`src/rtl/rat_fetch_pkg.sv`:
```
// Shared types and constants for the RAT core instruction fetch unit.
package rat_fetch_pkg;

  localparam int unsigned ADDR_W  = 10;
  localparam int unsigned INSTR_W = 18;
  localparam int unsigned STAT_W  = 16;

  typedef logic [ADDR_W-1:0]  addr_t;
  typedef logic [INSTR_W-1:0] instr_t;
  typedef logic [STAT_W-1:0]  stat_t;

  typedef enum logic [0:0] {
    ST_RUN = 1'b0,
    ST_ISR = 1'b1
  } fetch_state_t;

  localparam addr_t RESET_ADDR  = 10'h000;
  localparam addr_t INTR_VECTOR = 10'h3FF;

  // Sequential successor address; wraps at the top of the address space.
  function automatic addr_t addr_inc(addr_t a);
    return a + addr_t'(1);
  endfunction

endpackage

```
`src/rtl/fetch_unit_if.sv`:
```
// Fetch unit bus: pipeline control in, ROM port, IF/ID payload and interrupt status out.
interface fetch_unit_if;
  import rat_fetch_pkg::*;

  logic   stall;
  logic   redirect;
  addr_t  redirect_addr;
  logic   intr_req;
  logic   intr_done;
  addr_t  rom_addr;
  instr_t rom_data;
  instr_t instr_out;
  addr_t  addr_out;
  logic   valid_out;
  logic   intr_ack;
  addr_t  intr_ret_addr;
  stat_t  stat_fetch;
  stat_t  stat_bubble;

  modport master (
    input  stall, redirect, redirect_addr, intr_req, intr_done, rom_data,
    output rom_addr, instr_out, addr_out, valid_out, intr_ack, intr_ret_addr,
           stat_fetch, stat_bubble
  );

  modport slave (
    output stall, redirect, redirect_addr, intr_req, intr_done, rom_data,
    input  rom_addr, instr_out, addr_out, valid_out, intr_ack, intr_ret_addr,
           stat_fetch, stat_bubble
  );

endinterface

```
`src/rtl/fetch_pc_sel.sv`:
```
// Next-PC priority mux: reset, redirect, stall hold, interrupt vector, sequential.
module fetch_pc_sel
  import rat_fetch_pkg::*;
#(
  parameter addr_t RESET_ADDR  = rat_fetch_pkg::RESET_ADDR,
  parameter addr_t INTR_VECTOR = rat_fetch_pkg::INTR_VECTOR
) (
  input  logic  rst,
  input  logic  redirect,
  input  logic  stall,
  input  logic  intr_accept,
  input  addr_t redirect_addr,
  input  addr_t pc_q,
  output addr_t pc_d_c
);

  // Redirect wins over stall so a resolved branch is never lost behind a hold.
  always_comb begin
    pc_d_c = addr_inc(pc_q);
    if (rst) begin
      pc_d_c = RESET_ADDR;
    end else if (redirect) begin
      pc_d_c = redirect_addr;
    end else if (stall) begin
      pc_d_c = pc_q;
    end else if (intr_accept) begin
      pc_d_c = INTR_VECTOR;
    end
  end

endmodule

```
`src/rtl/fetch_unit.sv`:
```
// RAT core fetch unit: PC, synchronous ROM addressing, redirect and single-level interrupt.
// Optional statistics counters are built when FETCH_STATS_EN is defined.
module fetch_unit
  import rat_fetch_pkg::*;
#(
  parameter addr_t RESET_ADDR  = rat_fetch_pkg::RESET_ADDR,
  parameter addr_t INTR_VECTOR = rat_fetch_pkg::INTR_VECTOR
) (
  input logic          clk,
  input logic          rst,
  fetch_unit_if.master fif
);

  addr_t        pc_q, pc_d;
  addr_t        ret_q, ret_d;
  fetch_state_t state_q, state_d;
  logic         intr_accept_c;
  logic         valid_c;

  // The ROM is addressed with the next PC so its registered output lines up with pc_q.
  fetch_pc_sel #(
    .RESET_ADDR  (RESET_ADDR),
    .INTR_VECTOR (INTR_VECTOR)
  ) u_pc_sel (
    .rst           (rst),
    .redirect      (fif.redirect),
    .stall         (fif.stall),
    .intr_accept   (intr_accept_c),
    .redirect_addr (fif.redirect_addr),
    .pc_q          (pc_q),
    .pc_d_c        (pc_d)
  );

  // Interrupt FSM; the return address skips pc_q because IF/ID latches it this cycle.
  always_comb begin
    state_d       = state_q;
    ret_d         = ret_q;
    intr_accept_c = 1'b0;
    if (state_q == ST_RUN) begin
      if (fif.intr_req && !fif.stall && !fif.redirect && !rst) begin
        intr_accept_c = 1'b1;
        ret_d         = addr_inc(pc_q);
        state_d       = ST_ISR;
      end
    end else begin
      if (fif.intr_done) begin
        state_d = ST_RUN;
      end
    end
  end

  always_ff @(posedge clk) begin
    if (rst) begin
      pc_q    <= RESET_ADDR;
      ret_q   <= '0;
      state_q <= ST_RUN;
    end else begin
      pc_q    <= pc_d;
      ret_q   <= ret_d;
      state_q <= state_d;
    end
  end

  // pc_q already holds RESET_ADDR in the first cycle rst is low, so that fetch is valid.
  assign valid_c = !rst;

  assign fif.rom_addr      = pc_d;
  assign fif.instr_out     = fif.rom_data;
  assign fif.addr_out      = pc_q;
  assign fif.valid_out     = valid_c;
  assign fif.intr_ack      = intr_accept_c;
  assign fif.intr_ret_addr = ret_q;

`ifdef FETCH_STATS_EN
  stat_t stat_fetch_q, stat_fetch_d;
  stat_t stat_bubble_q, stat_bubble_d;

  // Saturating event counters.
  always_comb begin
    stat_fetch_d  = stat_fetch_q;
    stat_bubble_d = stat_bubble_q;
    if (!fif.stall && valid_c && (stat_fetch_q != '1)) begin
      stat_fetch_d = stat_fetch_q + stat_t'(1);
    end
    if (fif.stall && (stat_bubble_q != '1)) begin
      stat_bubble_d = stat_bubble_q + stat_t'(1);
    end
  end

  always_ff @(posedge clk) begin
    if (rst) begin
      stat_fetch_q  <= '0;
      stat_bubble_q <= '0;
    end else begin
      stat_fetch_q  <= stat_fetch_d;
      stat_bubble_q <= stat_bubble_d;
    end
  end

  assign fif.stat_fetch  = stat_fetch_q;
  assign fif.stat_bubble = stat_bubble_q;
`else
  assign fif.stat_fetch  = '0;
  assign fif.stat_bubble = '0;
`endif

endmodule

```
`src/flat_wrapper.sv`:
```
// flat-port wrapper written by rule: the top's interface ports become plain ports
module fetch_unit_flat import rat_fetch_pkg::*;
#(
  parameter addr_t RESET_ADDR  = rat_fetch_pkg::RESET_ADDR,
  parameter addr_t INTR_VECTOR = rat_fetch_pkg::INTR_VECTOR
)
  (clk, rst, fif_stall, fif_redirect, fif_redirect_addr, fif_intr_req, fif_intr_done, fif_rom_data, fif_rom_addr, fif_instr_out, fif_addr_out, fif_valid_out, fif_intr_ack, fif_intr_ret_addr, fif_stat_fetch, fif_stat_bubble);
  fetch_unit_if fif_i ();
  input logic clk;
  input logic rst;
  input wire logic [$bits(fif_i.stall)-1:0] fif_stall;
  input wire logic [$bits(fif_i.redirect)-1:0] fif_redirect;
  input wire logic [$bits(fif_i.redirect_addr)-1:0] fif_redirect_addr;
  input wire logic [$bits(fif_i.intr_req)-1:0] fif_intr_req;
  input wire logic [$bits(fif_i.intr_done)-1:0] fif_intr_done;
  input wire logic [$bits(fif_i.rom_data)-1:0] fif_rom_data;
  output wire logic [$bits(fif_i.rom_addr)-1:0] fif_rom_addr;
  output wire logic [$bits(fif_i.instr_out)-1:0] fif_instr_out;
  output wire logic [$bits(fif_i.addr_out)-1:0] fif_addr_out;
  output wire logic [$bits(fif_i.valid_out)-1:0] fif_valid_out;
  output wire logic [$bits(fif_i.intr_ack)-1:0] fif_intr_ack;
  output wire logic [$bits(fif_i.intr_ret_addr)-1:0] fif_intr_ret_addr;
  output wire logic [$bits(fif_i.stat_fetch)-1:0] fif_stat_fetch;
  output wire logic [$bits(fif_i.stat_bubble)-1:0] fif_stat_bubble;
  assign fif_i.stall = fif_stall;
  assign fif_i.redirect = fif_redirect;
  assign fif_i.redirect_addr = fif_redirect_addr;
  assign fif_i.intr_req = fif_intr_req;
  assign fif_i.intr_done = fif_intr_done;
  assign fif_i.rom_data = fif_rom_data;
  assign fif_rom_addr = fif_i.rom_addr;
  assign fif_instr_out = fif_i.instr_out;
  assign fif_addr_out = fif_i.addr_out;
  assign fif_valid_out = fif_i.valid_out;
  assign fif_intr_ack = fif_i.intr_ack;
  assign fif_intr_ret_addr = fif_i.intr_ret_addr;
  assign fif_stat_fetch = fif_i.stat_fetch;
  assign fif_stat_bubble = fif_i.stat_bubble;
  fetch_unit #(.RESET_ADDR(RESET_ADDR), .INTR_VECTOR(INTR_VECTOR)) u_core (.clk(clk), .rst(rst), .fif(fif_i));
endmodule
```
`config.mk`:
```
export PLATFORM = sky130hd
export DESIGN_NAME = fetch_unit_flat
export DESIGN_NICKNAME = d
export VERILOG_FILES = /design/src/rtl/rat_fetch_pkg.sv /design/src/rtl/fetch_unit_if.sv /design/src/rtl/fetch_pc_sel.sv /design/src/rtl/fetch_unit.sv /design/src/flat_wrapper.sv
export SDC_FILE = /design/constraint.sdc
export NUM_CORES = 1
export LEC_CHECK = 0
export CORE_MARGIN = 5
export CORE_UTILIZATION = 34
export DETAILED_ROUTE_END_ITERATION = 7
export GPL_ROUTABILITY_DRIVEN = 0
export PLACE_DENSITY = 0.79
export SYNTH_ARGS = -nofsm -noshare
export SYNTH_HDL_FRONTEND = slang
export SYNTH_HIERARCHICAL = 1
export SYNTH_SLANG_ARGS = --single-unit
```
`constraint.sdc`:
```
create_clock -name clk -period 2.1 [get_ports clk]
set_input_delay 0.21 -clock clk [delete_from_list [all_inputs] [get_ports clk]]
set_output_delay 0.21 -clock clk [all_outputs]
set_load 0.01 [all_outputs]
```
==> results.toml, run 1 <==
[grt]
track_usage_pct = 11.8
grt_antenna_before_repair = 0
overflow = 0
busiest_layer = "met2"
met2_usage_pct = 19.4
grt_max_degree = 26
grt_pass1_wl_um = 5750
grt_pass1_vias = 1205
grt_use_met1_pct = 14.5
use_met3_pct = 3.59

[yosys]
synth_warnings = 6
synth-edff-count = 0
async_reset_ff_share_pct = 0
syn_area_sq_um = 1540
synth_seq_area_share_pct = 27.3
ys_ff_latch = 21
synth.most_common_cell = "buf_4"
ys_types = 41
synthTopCellsByCount = "buf_4, dfxtp_1, inv_1"
syn_area_per_cell_sq_um = 8.57
synthCells = 180
synth_flop_cell = "dfxtp_1"
yosys-top-cells-area = "dfxtp_1, buf_4, xor2_1"
synth_top_area_cell = "dfxtp_1"
synth_top_area_share_pct = 27.3

[pwr]
power_frac_clock_pct = 27.6
switchingPower_mw = 0.262
combPwrFrac_pct = 26.8
finalPower_mw = 0.925
vdd_drop_max_mv = 0.198
pwr-share-seq_pct = 45.5
internal_power_mw = 0.663
pwr_density_cell_nw_per_um2 = 455
leakage_nw = 0.911
switching_share_pct = 28.3

[clock_tree]
cts_htree_levels = 1
holdBufCountCts = 0
max-clock-path-buffers = 2
path_clk_slew_ps = 70
clk_root_buffer_cell = "clkbuf_8"
numClockSinks = 21
cts_tree = "built"
numCtsBuffers = 3
insertion_delay_ps = 250

[die]
die_y_um = 77.4
die_w_um = 77.4
core-area_sq_um = 4380
start_util_pct = 35.2
fp.dieArea_sq_um = 5980
rows = 24
io_pins = 116

[outcome]
violations = "setup timing"
outcome = "finished, violations left"

[critical_path]
regToRegSetupSlack_ps = 380
crit_type = "flip-flop to primary output"
cp_max_fo = 4
required_ps = 1890
start_kind = "flip-flop"
crit_buf_inv = 4
crit_path_top_delay_cell = "or4_4"
path_cells = "or4_4 -> clkinv_4 -> a21oi_4 -> buf_12 -> buf_6 -> a221oi_4 -> buf_2"
crit_arrival_ps = 1920
worstSetupEndpointType = "primary output"
crit_family = "simple AND/OR/NAND/NOR gates"
critPathMaxStageDelay_ps = 550

[sta]
tns_ps = -34.5
finClkSkew_ps = 3.51
rsz0062_at_grt = "true"
fin_crit_sh_pct = 101
hold_viol = 0
fmax_mhz = 470
final-setup-viol-count = 2
period_needed_ps = 2130
fin_ws_ps = -26.2
drv_slew = 0

[route]
drt-total-wl_um = 3700
first_pass_iters = 4
antenna_left = 0
vias = 1232
drc_errors = 0
wl_per_cell_um = 13.3
drt_iter0_drc = 42
vias_per_cell = 4.43

[final_layout]
areaGrowthSynthToFinish_pct = 31.6
fillers = 429
drive_gt1_share_pct = 23.0
nNetsFinal = 263
stdcell_count = 278
antenna_cells = 0
final_area_sq_um = 2030

[placement]
dp_cells = 271
hpwl_um = 2840
place_ws_ps = -547
port_buffers = 47
place_area_sq_um = 1910

[worst_hold_path]
min_path_type = "input pin to primary output"

[flow_run]
max-cap-violations = 0
[per-stage QoR]
| stage | util [%] | hold slack, ps |
|---|---|---|
| after floorplan | - | 282 |
| after global placement | 43.6 | 420 |
| after detailed placement | 43.6 | 420 |
| after CTS | 45.8 | 420 |
| after global routing | 46.3 | 420 |
| final | 46.3 | 420 |
[cell type report]
cell class	count	area [sq um]	share of cell area, %
clock buffer	4	45.0	2.22
tap	52	65.1	3.20
sequential	21	422	20.8
timing repair buffer	66	574	28.3
multi-input combinational	122	871	42.9
inverter	13	53.8	2.65
[cells in the final DEF, fill, tap and decap left out, types with 2 or more instances in the layout]
master,n
a211oi_1,2
a21oi_1,5
a221oi_1,2
a221oi_2,3
a221oi_4,3
and2b_1,3
and3_1,2
buf_2,8
buf_4,17
clkbuf_2,2
clkbuf_8,3
clkdlybuf4s50_1,32
conb_1,32
dfxtp_1,20
dlygate4sd2_1,4
ha_1,2
inv_1,11
nand2_1,6
nand3_1,6
nand4_1,3
nor2_1,6
nor2b_1,9
o21ai_0,6
xnor2_1,6
xor2_1,9
[layer usage]
metal / vias up / routed length [um]
met3: 2 / 349
met2: 54 / 1810
li1: 613 / -
met5: - / 0
met1: 563 / 1530
met4: 0 / 18
[sequential cells by signal, summed over array words and instances (netlist names)]
name,cells
u_core/fif.intr_ret_addr,10
u_core/fif.addr_out,10
u_core/state_q,1
[kinds of logic (layout without fill, tap and decap cells)]
kind of cell	after synthesis	after routing	share of synthesized area, %
xor gates and xnor gates	15	15	8.52
and+or+nand+nor	47	47	20.4
other	1	32	0.243
buffers and inverters	68	83	29.4
muxes	1	1	0.649
adders and majority gates	2	2	1.62
DFF	21	21	27.3
AOI/OAI and AO/OA	25	25	11.9
[timing repair]
item                       in CTS  in global routing
cloned                          0                  0
resized for setup              45                 16
pin swaps                       3                  5
setup endpoints to repair      11                 10
setup buffers                   3                  0
[worst reg2reg max path: cells and delay by family, from the launching register on]
kind	cells	cell delay [ps]
AOI/OAI and AO/OA	2	290
buffers and inverters	3	330
DFF	1	320
and+or+nand+nor	2	720
[power by group through the flow]
stage | clock, mW | combinational (mW) | sequential [mW]
3_5_place_dp | 0 | 0.232 | 0.430
3_3_place_gp | 0 | 0.231 | 0.429
5_1_grt | 0.288 | 0.269 | 0.423
2_1_floorplan | 0 | 0.175 | 0.445
4_1_cts | 0.268 | 0.239 | 0.420
6_report | 0.256 | 0.248 | 0.421
[path summary, 6_finish.rpt]
path / from / depth (start not counted) / endpoint
worst min register to register: u_core/state_q / 2 / u_core/state_q
worst min-delay path: fif_rom_data[0] / 0 / fif_instr_out[0]
worst max register to register: u_core/state_q / 7 / u_core/fif.addr_out[7]
worst max-delay path: u_core/state_q / 7 / fif_rom_addr[7]
Note: power is estimated with default switching activity, not from simulation.
==> run 2: changes to the inputs <==
Settings changed: CORE_ASPECT_RATIO from default to 1.75, CORE_MARGIN 5 to 10.
==> run 2 against run 1 <==
  * The run now ends clean
  * Utilization is 0.13 points lower
  * Maximum frequency is 3.1% higher
  * Wire length is 13% higher
  * Critical path depth rose by 1
  * Die area is 29% higher
==> results.toml, run 2 (same netlist as run 1, synthesis figures left out) <==
[outcome]
outcome = "completed"

[die]
die_w_um = 70.9
rows = 32
core-area_sq_um = 4400
die_y_um = 109
start_util_pct = 35.0
fp.dieArea_sq_um = 7740
io_pins = 116

[critical_path]
regToRegSetupSlack_ps = 390
crit_arrival_ps = 1850
crit_type = "input pin to primary output"
start_kind = "input pin"
rr_endpoint = "u_core/fif.addr_out[6]"
regToRegStartpoint = "u_core/state_q"
r2r.worst_path.cells = 7
worstSetupEndpointType = "primary output"
required_ps = 1890
cp_max_fo = 5

[sta]
hold_ws_ps = 420
hold_viol = 0
tns_ps = 0
fin_ws_ps = 37.1
fin_crit_sh_pct = 98.2
drv_slew = 0
fmax_mhz = 485
finClkSkew_ps = 2.17
period_needed_ps = 2060
final-setup-viol-count = 0
rsz0062_at_grt = "true"

[clock_tree]
cts_tree = "built"
max-clock-path-buffers = 2
cts_htree_levels = 1
numCtsBuffers = 3
clk_root_buffer_cell = "clkbuf_8"
numClockSinks = 21
insertion_delay_ps = 260

[final_layout]
antenna_cells = 0
fillers = 450
seq_area_sq_um = 422
nNetsFinal = 266
areaGrowthSynthToFinish_pct = 31.9
final_area_sq_um = 2030
fin_util_pct = 46.2
stdcell_count = 280
final_common_cell = "clkdlybuf4s50_1"
final_cell_mix = "clkdlybuf4s50_1, conb_1, dfxtp_1"
multi_input_area_sq_um = 853
drive_gt1_share_pct = 24.9

[route]
wl_met3_um = 486
vias_per_cell = 4.46
met1_length_um = 1460
wl_met2_um = 2130
drc_errors = 0
drt_iter0_drc = 20
vias = 1249
top_layer = "met4"
drt-total-wl_um = 4190
wl_per_cell_um = 15.0
antenna_left = 0
first_pass_iters = 4

[grt]
grt_pass1_wl_um = 6450
grt_pass1_vias = 1351
track_usage_pct = 10.2
overflow = 0
grt_max_degree = 26
grt_antenna_before_repair = 0

[pwr]
vdd_drop_max_mv = 0.313
leakage_nw = 0.917
finalPower_mw = 0.934
pwr_density_cell_nw_per_um2 = 459

[worst_hold_path]
holdCritStartpoint = "fif_rom_data[12]"
min_path_type = "input pin to primary output"
worstHoldPathCells = 0
whs_endpoint = "fif_instr_out[12]"

[placement]
dp_cells = 270
hpwl_um = 3350
place_area_sq_um = 1910
place_ws_ps = -520
port_buffers = 47

[flow_run]
max-cap-violations = 0
==> run 2: cell count changes in the layout (fill, tap and decap cells not counted), moves of 2 or more <==
cell,change
buf_4,+2
a221oi_2,+4
clkbuf_2,-2
buf_2,+3
a221oi_1,-2
a221oi_4,-2
==> run 2: worst max-delay path: stages <==
cell	delay [ps]
clkdlybuf4s50_1	430
or4_4	450
clkinv_4	70
a21oi_4	60
buf_12	140
buf_6	110
a221oi_4	210
buf_2	170
==> run 2: timing repair <==
| item | 4_1_cts | 5_1_grt |
|---|---|---|
| pin swaps | 3 | 5 |
| endpoints found under the setup margin | 11 | 9 |
| buffers inserted | 4 | 2 |
| resized for setup | 56 | 3 |
| hold buffers | 0 | 0 |
==> run 2: layout make-up <==
cell class	instances	area share (%)
clock buffer	3	2.03
clock inverter	1	0.246
inverter	13	2.64
multi-input combinational	122	41.9
sequential	21	20.7
tap	51	3.14
timing repair buffer	69	29.3
==> run 2: power breakdown <==
| group | switching, mW | internal, mW |
|---|---|---|
| clock | 0.132 | 0.132 |
| combinational | 0.133 | 0.117 |
| sequential | 0.00836 | 0.412 |
| total | 0.273 | 0.661 |
==> run 2: worst max-delay path by stage <==
stage / start / endpoint / slack [ps]
2_1_floorplan: u_core/fif.addr_out[0] / u_core/fif.addr_out[6] / 250
3_3_place_gp: fif_stall / fif_rom_addr[4] / -470
3_5_place_dp: fif_stall / fif_rom_addr[4] / -520
4_1_cts: u_core/state_q / fif_rom_addr[7] / -20
5_1_grt: fif_stall / fif_rom_addr[7] / -40
6_report: fif_redirect / fif_rom_addr[7] / 40
==> run 2: per-layer routing <==
layer  global-route usage [%]  vias to the layer above
met1                     9.02                      548
met5                        0                        -
met2                     18.3                       66
met4                     6.67                        0
li1                         -                      619
met3                     4.19                       16
